## src/rtl/uart_rx.sv

```systemverilog
// uart_rx: oversampling UART receiver with an 8-deep show-ahead receive FIFO.
// The RXD input passes through a two-flop synchronizer. A falling edge starts a
// frame. Bits are sampled at mid-bit using a reloading baud down-counter. One
// or two stop bits are checked, and good bytes are pushed into the FIFO.
// Build option: define UART_RX_MAJORITY_VOTE_EN to use 2-of-3 majority
// sampling. When the macro is undefined, each bit is a single sample.
module uart_rx (
  input  logic        clk,
  input  logic        rst,
  input  logic        rxd_pin_i,
  input  logic        rx_en_i,
  input  logic        two_stop_bits_i,
  input  logic [15:0] baud_rate_i,
  input  logic [2:0]  rx_watermark_i,
  input  logic        rx_fifo_read_i,
  output logic [7:0]  rx_data_o,
  output logic        rx_fifo_empty_o,
  output logic        rx_fifo_mark_o,
  output logic        rx_overrun_o,
  output logic        rx_frame_err_o,
  input  logic        rx_err_clr_i
);

  typedef enum logic [1:0] {IDLE, START, DATA, STOP} state_t;

  // Synchronizer and edge-detect history
  logic        rxd_meta_q, rxd_s_q, rxd_prev_q;
  logic        rxd_s;
  // Receive FSM
  state_t      state_q, state_d;
  logic [15:0] cnt_q, cnt_d;
  logic [2:0]  bit_cnt_q, bit_cnt_d;
  logic        stop_cnt_q, stop_cnt_d;
  logic [7:0]  shift_q, shift_d;
  logic        bad_q, bad_d;
  logic        wr_q, wr_d;
  logic        ferr_set;
  // FIFO
  logic [7:0]  mem_q [8];
  logic [2:0]  wr_ptr_q, wr_ptr_d, rd_ptr_q, rd_ptr_d;
  logic [3:0]  count_q, count_d;
  logic        empty_q, empty_d;
  logic        mark_q, mark_d;
  logic        ovr_q, ovr_d;
  logic        ferr_q, ferr_d;
  logic        full, do_rd, do_wr, ovr_set;
  logic        tick, sample;

  assign rxd_s = rxd_s_q;
  assign tick  = (cnt_q == 16'd0);

`ifdef UART_RX_MAJORITY_VOTE_EN
  // At counter 0, rxd_prev_q holds the counter-1 value. rxd_meta_q is what
  // rxd_s will be in the following cycle. Voting now keeps the latency the
  // same as single sampling.
  assign sample = (rxd_prev_q & rxd_s) | (rxd_prev_q & rxd_meta_q) | (rxd_s & rxd_meta_q);
`else
  // Single mid-bit sample of the synchronized line
  assign sample = rxd_s;
`endif

  // Receiver next-state: baud counter, bit assembly, stop-bit check
  always_comb begin
    state_d    = state_q;
    cnt_d      = cnt_q;
    bit_cnt_d  = bit_cnt_q;
    stop_cnt_d = stop_cnt_q;
    shift_d    = shift_q;
    bad_d      = bad_q;
    wr_d       = 1'b0;
    ferr_set   = 1'b0;
    if (state_q != IDLE) begin
      cnt_d = tick ? baud_rate_i : cnt_q - 16'd1;
    end
    case (state_q)
      IDLE: begin
        if (rx_en_i && rxd_prev_q && !rxd_s) begin
          cnt_d   = baud_rate_i >> 1;
          state_d = START;
        end
      end
      START: begin
        if (tick) begin
          if (!sample) begin
            state_d   = DATA;
            bit_cnt_d = 3'd0;
          end else begin
            state_d = IDLE;
          end
        end
      end
      DATA: begin
        if (tick) begin
          shift_d   = {sample, shift_q[7:1]};
          bit_cnt_d = bit_cnt_q + 3'd1;
          if (bit_cnt_q == 3'd7) begin
            state_d    = STOP;
            stop_cnt_d = 1'b0;
            bad_d      = 1'b0;
          end
        end
      end
      STOP: begin
        if (tick) begin
          if (!sample) begin
            ferr_set = 1'b1;
            bad_d    = 1'b1;
          end
          if (!two_stop_bits_i || stop_cnt_q) begin
            state_d = IDLE;
            wr_d    = sample & ~bad_q;
          end else begin
            stop_cnt_d = 1'b1;
          end
        end
      end
      default: state_d = IDLE;
    endcase
    // Disabling the receiver drops any partial frame silently
    if (!rx_en_i) begin
      state_d  = IDLE;
      wr_d     = 1'b0;
      ferr_set = 1'b0;
    end
  end

  // FIFO control, level flags and sticky error flags
  always_comb begin
    full     = (count_q == 4'd8);
    do_rd    = rx_fifo_read_i & (count_q != 4'd0);
    do_wr    = wr_q & (~full | do_rd);
    ovr_set  = wr_q & full & ~do_rd;
    wr_ptr_d = do_wr ? wr_ptr_q + 3'd1 : wr_ptr_q;
    rd_ptr_d = do_rd ? rd_ptr_q + 3'd1 : rd_ptr_q;
    count_d  = count_q;
    if (do_wr && !do_rd) begin
      count_d = count_q + 4'd1;
    end else if (do_rd && !do_wr) begin
      count_d = count_q - 4'd1;
    end
    empty_d = (count_d == 4'd0);
    mark_d  = (count_q > {1'b0, rx_watermark_i});
    ovr_d   = ovr_set | (ovr_q & ~rx_err_clr_i);
    ferr_d  = ferr_set | (ferr_q & ~rx_err_clr_i);
  end

  // All control state registers, asynchronously reset
  always_ff @(posedge clk or posedge rst) begin
    if (rst) begin
      rxd_meta_q <= 1'b1;
      rxd_s_q    <= 1'b1;
      rxd_prev_q <= 1'b1;
      state_q    <= IDLE;
      cnt_q      <= 16'd0;
      bit_cnt_q  <= 3'd0;
      stop_cnt_q <= 1'b0;
      shift_q    <= 8'h00;
      bad_q      <= 1'b0;
      wr_q       <= 1'b0;
      wr_ptr_q   <= 3'd0;
      rd_ptr_q   <= 3'd0;
      count_q    <= 4'd0;
      empty_q    <= 1'b1;
      mark_q     <= 1'b0;
      ovr_q      <= 1'b0;
      ferr_q     <= 1'b0;
    end else begin
      rxd_meta_q <= rxd_pin_i;
      rxd_s_q    <= rxd_meta_q;
      rxd_prev_q <= rxd_s_q;
      state_q    <= state_d;
      cnt_q      <= cnt_d;
      bit_cnt_q  <= bit_cnt_d;
      stop_cnt_q <= stop_cnt_d;
      shift_q    <= shift_d;
      bad_q      <= bad_d;
      wr_q       <= wr_d;
      wr_ptr_q   <= wr_ptr_d;
      rd_ptr_q   <= rd_ptr_d;
      count_q    <= count_d;
      empty_q    <= empty_d;
      mark_q     <= mark_d;
      ovr_q      <= ovr_d;
      ferr_q     <= ferr_d;
    end
  end

  // FIFO storage. It has no reset because empty_q gates the output.
  always_ff @(posedge clk) begin
    if (do_wr) begin
      mem_q[wr_ptr_q] <= shift_q;
    end
  end

  assign rx_data_o       = empty_q ? 8'h00 : mem_q[rd_ptr_q];
  assign rx_fifo_empty_o = empty_q;
  assign rx_fifo_mark_o  = mark_q;
  assign rx_overrun_o    = ovr_q;
  assign rx_frame_err_o  = ferr_q;

endmodule

```

## config.mk

```make
export PLATFORM = sky130hd
export DESIGN_NAME = uart_rx
export DESIGN_NICKNAME = d
export VERILOG_FILES = /design/src/rtl/uart_rx.sv
export SDC_FILE = /design/constraint.sdc
export NUM_CORES = 1
export LEC_CHECK = 0
export ABC_CLOCK_PERIOD_IN_PS = 2850
export BUFFER_PORTS_ARGS = -buffer_cell sky130_fd_sc_hd__buf_2
export CELL_PAD_IN_SITES_DETAIL_PLACEMENT = 2
export CELL_PAD_IN_SITES_GLOBAL_PLACEMENT = 2
export CORE_MARGIN = 3
export CORE_UTILIZATION = 42
export DETAILED_ROUTE_END_ITERATION = 8
export PLACE_DENSITY = 0.86
export RECOVER_POWER = 25
export SLEW_MARGIN = 20
export SYNTH_ARGS = -nofsm -noshare
export SYNTH_HDL_FRONTEND = slang
export SYNTH_SLANG_ARGS = --single-unit
```

## constraint.sdc

```tcl
create_clock -name clk -period 2.85 [get_ports clk]
set_input_delay 0.57 -clock clk [delete_from_list [all_inputs] [get_ports clk]]
set_output_delay 0.57 -clock clk [all_outputs]
set_load 0.05 [all_outputs]
```

* Word-level counts from Yosys, hierarchy flattened *
Memory sizes are Yosys's and may differ from the RTL's.
Cells that the tools add are included.

operators by class
  equal/unequal tests = 18
  multiplexer cells = 38
  reductions and logical operators = 21
  bitwise logic cells = 14
  div/mod/pow operators = 0
  shift operators = 0
  add/subtract/negate cells = 6
  $lt $le $gt $ge = 1
  multiply operators = 0

operator list
  kind                                                                  number
  16-bit two-way mux                                                    4
  3-bit != test, second input constant                                  6
  16-bit logical NOT                                                    1
  1-bit two-way mux                                                     16
  2-bit two-way mux                                                     8
  16-bit by 1-bit subtractor with 16-bit output, second input constant  1
  2-bit != test, second input constant                                  7
  5-bit AND reduction                                                   2
  3-bit by 1-bit adder with 3-bit output, second input constant         3
  3-bit two-way mux                                                     3
  4-bit two-way mux                                                     2
  8-bit two-way mux                                                     1
  2-bit case mux with 4 select lines                                    1
  1-bit AND                                                             7
  3-bit case mux with 2 select lines                                    1
  6-bit AND reduction                                                   1
  2-bit nonzero test                                                    3
  4-bit by 1-bit adder with 4-bit output, second input constant         1
  2-bit == test, second input constant                                  2
  4-bit == test, second input constant                                  1
  4-bit by 3-bit > comparator with 1-bit output                         1
  1-bit logical AND                                                     4
  1-bit logical NOT                                                     4
  4-bit logical NOT                                                     1
  11 further kinds                                                      17

storage, ports and cells
  register bits after elaboration = 49
  latch bits = 0
  word-level logic and storage cells = 116
  output and inout port bits = 12
  ROM bits = 0
  memory bits (writable) = 64
  memories = 1
  bits of input ports = 26

memory list
  name   depth  width  rd ports  clocked after memory_dff  wr ports  RTL line  text
  mem_q  8      8      1         0                         1         39        logic [7:0] mem_q [8];

* Depth between registers and ports, before layout *
Gate-level depths: netlist of the first run.

  word-level depth = 9
  mapped depth = 8
  gate-level depth less buffers = 6

* Least setup slack after synthesis of the first run *
No wires, ideal clock.

  path kind = reg-to-output
  start point = register rd_ptr_q[1]
  end point = output port rx_data_o[6]
  stages on the path, launching flop included = 6
  path slack = 0.359 ns
  path buffers = 2
  required time = 2.280 ns
  arrival = 1.921 ns
  path through = dfrtp_1 > clkbuf_1 > clkbuf_1 > mux4_2 > mux2i_1 > nor2_1

between the ends
  cells in the longest elaborated chain, start to end = 2

RTL lines
  item                    RTL line  text
  start, declared         40        logic [2:0] wr_ptr_q, wr_ptr_d, rd_ptr_q, rd_ptr_d;
  start signal, assigned  179       rd_ptr_q <= rd_ptr_d;
  memory read 8 x 8 bit   n/a
  8-bit two-way mux       195       assign rx_data_o = empty_q ? 8'h00 : mem_q[rd_ptr_q];
  end, declared           16        output logic [7:0] rx_data_o,

Every way passes these cells.

* Final worst setup path of the first run *
  start point = register rd_ptr_q[0]
  end point = output port rx_data_o[4]

Same word-level chain as after synthesis.

==> results.sh, run 1 <==
export IMPL_hp_start="rxd_pin_i"
export IMPL_num_vias=3838
export IMPL_period_minus_slack_ns=2.61
export IMPL_die_h_um=121
export IMPL_slowest_stage="mux4_2"
export IMPL_wl_per_cell_um=24.2
export IMPL_rsz0062_at_grt="no"
export IMPL_remaining_drc_errors=0
export IMPL_synth_ff_type="edfxtp_1"
export IMPL_powerDensity_mw_per_mm2=855
export IMPL_drv_slew=0
export IMPL_grt_pass1_vias=4379
export IMPL_syn2layout_area_growth_pct=18.4
export IMPL_critical_path_endpoint_type="output port"
export IMPL_synth_avg_cell_area_um2=12.9
export IMPL_synthCells=428
export IMPL_reg2reg_slack_ns=0.50
export IMPL_viasPerCell=5.80
export IMPL_drive_above_1_share_pct=26.7
export IMPL_std_cell_rows=41
export IMPL_finalClockSkew_ns=0.0107
export IMPL_nets=514
export IMPL_start_util_pct=43.4
export IMPL_hold_end="rxd_meta_q"
export IMPL_hold_class="in -> reg"
export IMPL_gp_congestion=0.799
export IMPL_grt_ovfl_total=0
export IMPL_synth_seq_area_share_pct=56.9
export IMPL_ir_drop_v=0.000500
export IMPL_antenna_left=0
export IMPL_max_stage_delay_ns=0.52
export IMPL_grt_pass1_wl_mm=25.7
export IMPL_synth_seq_cells=113
export IMPL_holdWs_ns=0.248
export IMPL_antenna_found_initial=0
export IMPL_n_fill_cell=1200
export IMPL_fp_dieW_um=121
export IMPL_final_cell_mix="64 x edfxtp_1, 44 x dfrtp_1, 37 x buf_2"
export IMPL_cts_tree="built"
export IMPL_ctsRootBufferMaster="clkbuf_16"
export IMPL_synth_top_area_cell="edfxtp_1"
export IMPL_min_path_cells=1
export IMPL_reg2reg_from="count_q[1]"
export IMPL_finalHoldViolations=0
export IMPL_outcome="finished, final reports clean"
export IMPL_relSlewSlack_pct=10.2
export IMPL_synth_fp_nets=465
export IMPL_setup_viol=0
export IMPL_syn_area_mm2=0.00554
export IMPL_synth_top_area_share_pct=34.7
export IMPL_drt_total_wl_mm=16.0
export IMPL_synthArstFlopShare_pct=43.4
export IMPL_first_pass_iters=4
export IMPL_mostFrequentLayoutCell="edfxtp_1"
export IMPL_grt_max_degree=32
export IMPL_leakage_nw=2.75
export IMPL_ios=38
export IMPL_start_kind="flop"
export IMPL_postCtsSetupBuffers=0
export IMPL_clock_sinks=113
export IMPL_timing_final_crit_share_pct=91.7
export IMPL_ys_types=62
export IMPL_htreeDepth=4
export IMPL_num_antenna_cells=0
export IMPL_cts_made_buffers=17
export IMPL_max_cap_viol_count=0
export IMPL_required_ns=2.28
export IMPL_synthTopCellsByArea="edfxtp_1 35%, dfrtp_1 20%, mux4_2 6.5%"
export IMPL_rr_endpoint="rx_fifo_empty_o"
export IMPL_clkTransAtPathRegs_ns=0.05
export IMPL_core_mm2=0.0128
export IMPL_synth_warnings=0
export IMPL_clock_fmax_mhz=383
export IMPL_clock_path_buffers=2
export IMPL_path_class="reg -> out"
export IMPL_worst_slew_pin_slew_ns=1.35
export IMPL_crit_fanout=8
export IMPL_crit_chain="buf_4 > mux4_2 > mux2i_1 > nor2_1 > buf_2"
export IMPL_finalSetupTns_ns=0
export IMPL_drt_iter0_markers=300
export IMPL_portBuffers=37
export IMPL_grt_use_total_pct=23.6
export IMPL_dp_hpwl_mm=10.1
export IMPL_cp_data_arrival_time_ns=2.04
export IMPL_reg2reg_depth=6
export IMPL_synth_edf_count=64
export IMPL_dieArea_mm2=0.0146
export IMPL_clk_latency_ns=0.42
==> area by class of cell <==
type / count / area, µm² / share of cell area [%]
Timing Repair Buffer: 54 / 313 / 4.77
Tap cell: 172 / 215 / 3.28
Multi-Input combinational cell: 276 / 2220 / 33.8
Inverter: 15 / 56.3 / 0.858
Clock buffer: 21 / 470 / 7.17
Sequential cell: 113 / 3150 / 48.1
Clock inverter: 11 / 135 / 2.06
==> through the flow <==
step	instances	util (%)	setup slack, ns	total power [mW]	instance area (µm²)
3_5_place_dp	630	46.6	0.556	3.40	5960
3_3_place_gp	630	46.6	0.644	3.31	5960
6_report	662	51.4	0.237	5.61	6560
4_1_cts	662	51.4	0.0664	5.67	6560
2_1_floorplan	428	-	0.359	3.05	5540
5_1_grt	662	51.4	0.173	5.89	6560
==> kinds of logic after synthesis <==
kind of cell / synth area share [%]
compound gates: 9.37
fa+ha+maj: 2.48
xor+xnor: 2.21
mux: 13.5
flops: 56.9
buf+inv: 3.05
simple gates: 12.5
==> report_power, final <==
group | internal (mW) | switching [mW] | total (mW)
Clock | 1.43 | 0.765 | 2.20
Sequential | 1.86 | 0.362 | 2.22
Combinational | 0.543 | 0.647 | 1.19
==> synth_stat cells (3+ instances only) <==
master    instances
nor2b_1           5
ha_1             11
dfrtp_1          45
buf_2            11
clkbuf_1          9
mux2i_1          24
a32o_1            7
edfxtp_1         64
dfstp_2           4
a211oi_1          4
mux2_2           13
o21a_1            4
o41ai_1           3
xor2_1            6
mux4_2           16
nand2_1          26
and3_1            3
nand2b_1          8
xnor2_1           8
a31oi_1           9
o21ai_0          18
nor2_1           28
nand3_1           5
inv_1            15
nor4_1            3
nor3_1           15
o22ai_1           7
or3_1             5
a21oi_1          11
nand3b_1          3
==> registers in the layout, summed over array words and instances, names as in the netlist <==
register,cells
count_q,4
rx_frame_err_o,1
bit_cnt_q,3
wr_ptr_q,3
rx_overrun_o,1
rxd_meta_q,1
rxd_prev_q,1
stop_cnt_q,1
bad_q,1
rx_fifo_empty_o,1
cnt_q,16
shift_q,8
rd_ptr_q,3
wr_q,1
rx_fifo_mark_o,1
mem_q,64
state_q,2
rxd_s,1
==> critical path: cells and delay by family, from the launching register on <==
family | cells | cell delay (ns)
muxes | 2 | 0.77
buffers and inverters | 2 | 0.43
DFF | 1 | 0.37
and+or+nand+nor | 1 | 0.06
==> metal layers <==
metal	global-route usage (%)	vias to the layer above	wire length (µm)
met1	29.4	2027	6770
met4	8.43	0	208
li1	-	1725	-
met5	0	-	0
met2	40.7	72	8510
met3	5.03	14	527
==> how the worst max path moves through the flow <==
stage	startpoint	end	slack [ns]
finish	rd_ptr_q[0]	rx_data_o[4]	0.24
global route	rd_ptr_q[0]	rx_data_o[2]	0.17
CTS	rd_ptr_q[1]	rx_data_o[4]	0.07
detailed placement	rd_ptr_q[1]	rx_data_o[7]	0.56
global placement	rd_ptr_q[1]	rx_data_o[4]	0.64
floorplan	rd_ptr_q[1]	rx_data_o[6]	0.36
==> repair_timing <==
item / in CTS / in global routing
resized for setup: 0 / 1
endpoints found under the setup margin: 0 / 1
hold buffers: 0 / 0
No activity file was read; power rests on OpenSTA's default activity.
==> inputs of run 2 (changes only) <==
CORE_UTILIZATION = 44   (was 42)
CTS_BUF_LIST = sky130_fd_sc_hd__clkbuf_4 sky130_fd_sc_hd__clkbuf_8   (was not set)
PLACE_DENSITY = 0.89   (was 0.86)
==> results.sh, run 2 (synthesis results as in run 1) <==
export IMPL_crit_family="multiplexers"
export IMPL_crit_fanout=10
export IMPL_drt_total_wl_mm=16.1
export IMPL_core_mm2=0.0122
export IMPL_crit_chain="buf_4 > mux4_2 > mux2i_1 > nor2_1 > buf_2"
export IMPL_std_cell_rows=40
export IMPL_finalSetupTns_ns=0
export IMPL_syn2layout_area_growth_pct=14.9
export IMPL_reg2reg_from="count_q[0]"
export IMPL_rsz0062_at_grt="no"
export IMPL_path_depth=5
export IMPL_first_pass_iters=4
export IMPL_start_kind="flop"
export IMPL_grt_max_degree=50
export IMPL_powerDensity_mw_per_mm2=795
export IMPL_ios=38
export IMPL_drt_iter0_markers=220
export IMPL_reg2reg_depth=6
export IMPL_num_vias=3852
export IMPL_crit_end="rx_data_o[2]"
export IMPL_max_cap_viol_count=0
export IMPL_mostFrequentLayoutCell="edfxtp_1"
export IMPL_final_setup_worst_slack_ns=0.213
export IMPL_drive_above_1_share_pct=27.0
export IMPL_start_util_pct=45.6
export IMPL_gp_congestion=0.780
export IMPL_clock_sinks=113
export IMPL_num_antenna_cells=0
export IMPL_antenna_left=0
export IMPL_cp_data_arrival_time_ns=2.07
export IMPL_p_seq_share_pct=43.7
export IMPL_critical_path_endpoint_type="output port"
export IMPL_die_h_um=118
export IMPL_grt_pass1_vias=4350
export IMPL_hold_class="in -> reg"
export IMPL_p_int_mw=3.30
export IMPL_outcome="finished, final reports clean"
export IMPL_clock_fmax_mhz=379
export IMPL_viasPerCell=5.86
export IMPL_largest_reg_flops=64
export IMPL_power_share_clock_pct=32.3
export IMPL_grt_use_total_pct=24.3
export IMPL_cts_tree="built"
export IMPL_setup_viol=0
export IMPL_drv_slew=0
export IMPL_reg2reg_slack_ns=0.40
export IMPL_remaining_drc_errors=0
export IMPL_max_stage_delay_ns=0.55
export IMPL_pre_cts_slack_ns=0.473
export IMPL_timing_final_crit_share_pct=92.5
export IMPL_path_class="reg -> out"
export IMPL_sw_frac_of_total_pct=34.8
export IMPL_clock_path_buffers=2
export IMPL_pwr_share_comb_pct=24.0
export IMPL_ctsRootBufferMaster="clkbuf_8"
export IMPL_design_area_mm2=0.00637
export IMPL_startpoint="rd_ptr_q[0]"
export IMPL_postCtsSetupBuffers=0
export IMPL_cts_hold_buffers_added=0
export IMPL_cts_resized=0
export IMPL_top_regs="mem_q: 64 flops, cnt_q: 16 flops, shift_q: 8 flops"
export IMPL_slowest_stage="mux4_2"
export IMPL_regMostFlops="mem_q"
export IMPL_relSlewSlack_pct=11.0
export IMPL_htreeDepth=4
export IMPL_dp_hpwl_mm=10.6
export IMPL_leakage_nw=2.65
export IMPL_clk_latency_ns=0.44
export IMPL_dieArea_mm2=0.0140
export IMPL_rr_endpoint="rx_fifo_empty_o"
export IMPL_nets=513
export IMPL_cts_made_buffers=17
export IMPL_required_ns=2.28
export IMPL_cp_num_buf_inv=2
export IMPL_clkTransAtPathRegs_ns=0.07
export IMPL_portBuffers=37
export IMPL_antenna_found_initial=0
export IMPL_fp_dieW_um=118
export IMPL_fin_util_pct=52.4
export IMPL_worst_slew_pin_slew_ns=1.34
export IMPL_grt_ovfl_total=0
export IMPL_wl_per_cell_um=24.6
export IMPL_power_switching_mw=1.76
export IMPL_post_dp_cell_area_mm2=0.00594
export IMPL_period_minus_slack_ns=2.64
export IMPL_final_cell_mix="64 x edfxtp_1, 44 x dfrtp_1, 37 x buf_2"
export IMPL_finalClockSkew_ns=0.0162
export IMPL_finalHoldViolations=0
export IMPL_ir_drop_v=0.000301
export IMPL_grt_pass1_wl_mm=25.9
export IMPL_n_fill_cell=1173
run 2: cell count changes in the layout (fill, tap and decap cells not counted):
cell,delta
clkbuf_1,-1
clkbuf_16,-17
clkbuf_2,+1
clkinv_1,-1
clkinv_2,-4
clkinv_4,+3
clkbuf_8,+15
inv_6,+3
clkinvlp_4,+2
buf_4,-2
run 2: through the flow:
step / cells / total power, mW / hold slack, ns
detailed placement: 625 / 3.42 / 0.349
CTS: 657 / 5.12 / 0.196
floorplan: 428 / 3.05 / 0.345
global route: 657 / 5.33 / 0.206
finish: 657 / 5.06 / 0.235
global placement: 625 / 3.29 / 0.347
run 2: power by group through the flow:
stage | clock, mW | combinational, mW | sequential [mW]
5_1_grt | 1.75 | 1.33 | 2.24
2_1_floorplan | 0 | 0.967 | 2.08
3_3_place_gp | 0 | 1.08 | 2.22
4_1_cts | 1.68 | 1.23 | 2.21
6_report | 1.64 | 1.22 | 2.21
3_5_place_dp | 0 | 1.18 | 2.24
run 2: worst register-to-register path, stage by stage, from the launching register on:
cell,delay [ns]
dfrtp_1,0.46
inv_1,0.16
ha_1,0.32
nor3b_2,0.39
nor3b_1,0.13
a2111o_1,0.45
a2111oi_2,0.43
run 2: worst min-delay path by stage:
stage               startpoint         end  slack [ns]  cells past startpoint
floorplan           rxd_meta_q       rxd_s        0.35                      0
global placement    rxd_meta_q       rxd_s        0.35                      0
detailed placement  rxd_meta_q       rxd_s        0.35                      0
CTS                  rxd_pin_i  rxd_meta_q        0.20                      1
global route         rxd_pin_i  rxd_meta_q        0.21                      1
finish               rxd_pin_i  rxd_meta_q        0.23                      1
run 2: final cells by class:
cell class                      instances  area (µm²)  area share (%)
Sequential cell                       113        3150            49.5
Inverter                               15        56.3           0.884
Multi-Input combinational cell        276        2220            34.8
Clock buffer                           18         248            3.89
Timing Repair Buffer                   53         303            4.75
Clock inverter                         14         179            2.81
Tap cell                              168         210            3.30
run 2: metal layers:
metal  up-vias  GRT usage [%]  routed length (µm)
met1      2032           30.0                6770
met2        83           43.3                8720
met3        12           4.93                 507
li1       1725              -                   -
met5         -              0                   0
met4         0           7.03                 144
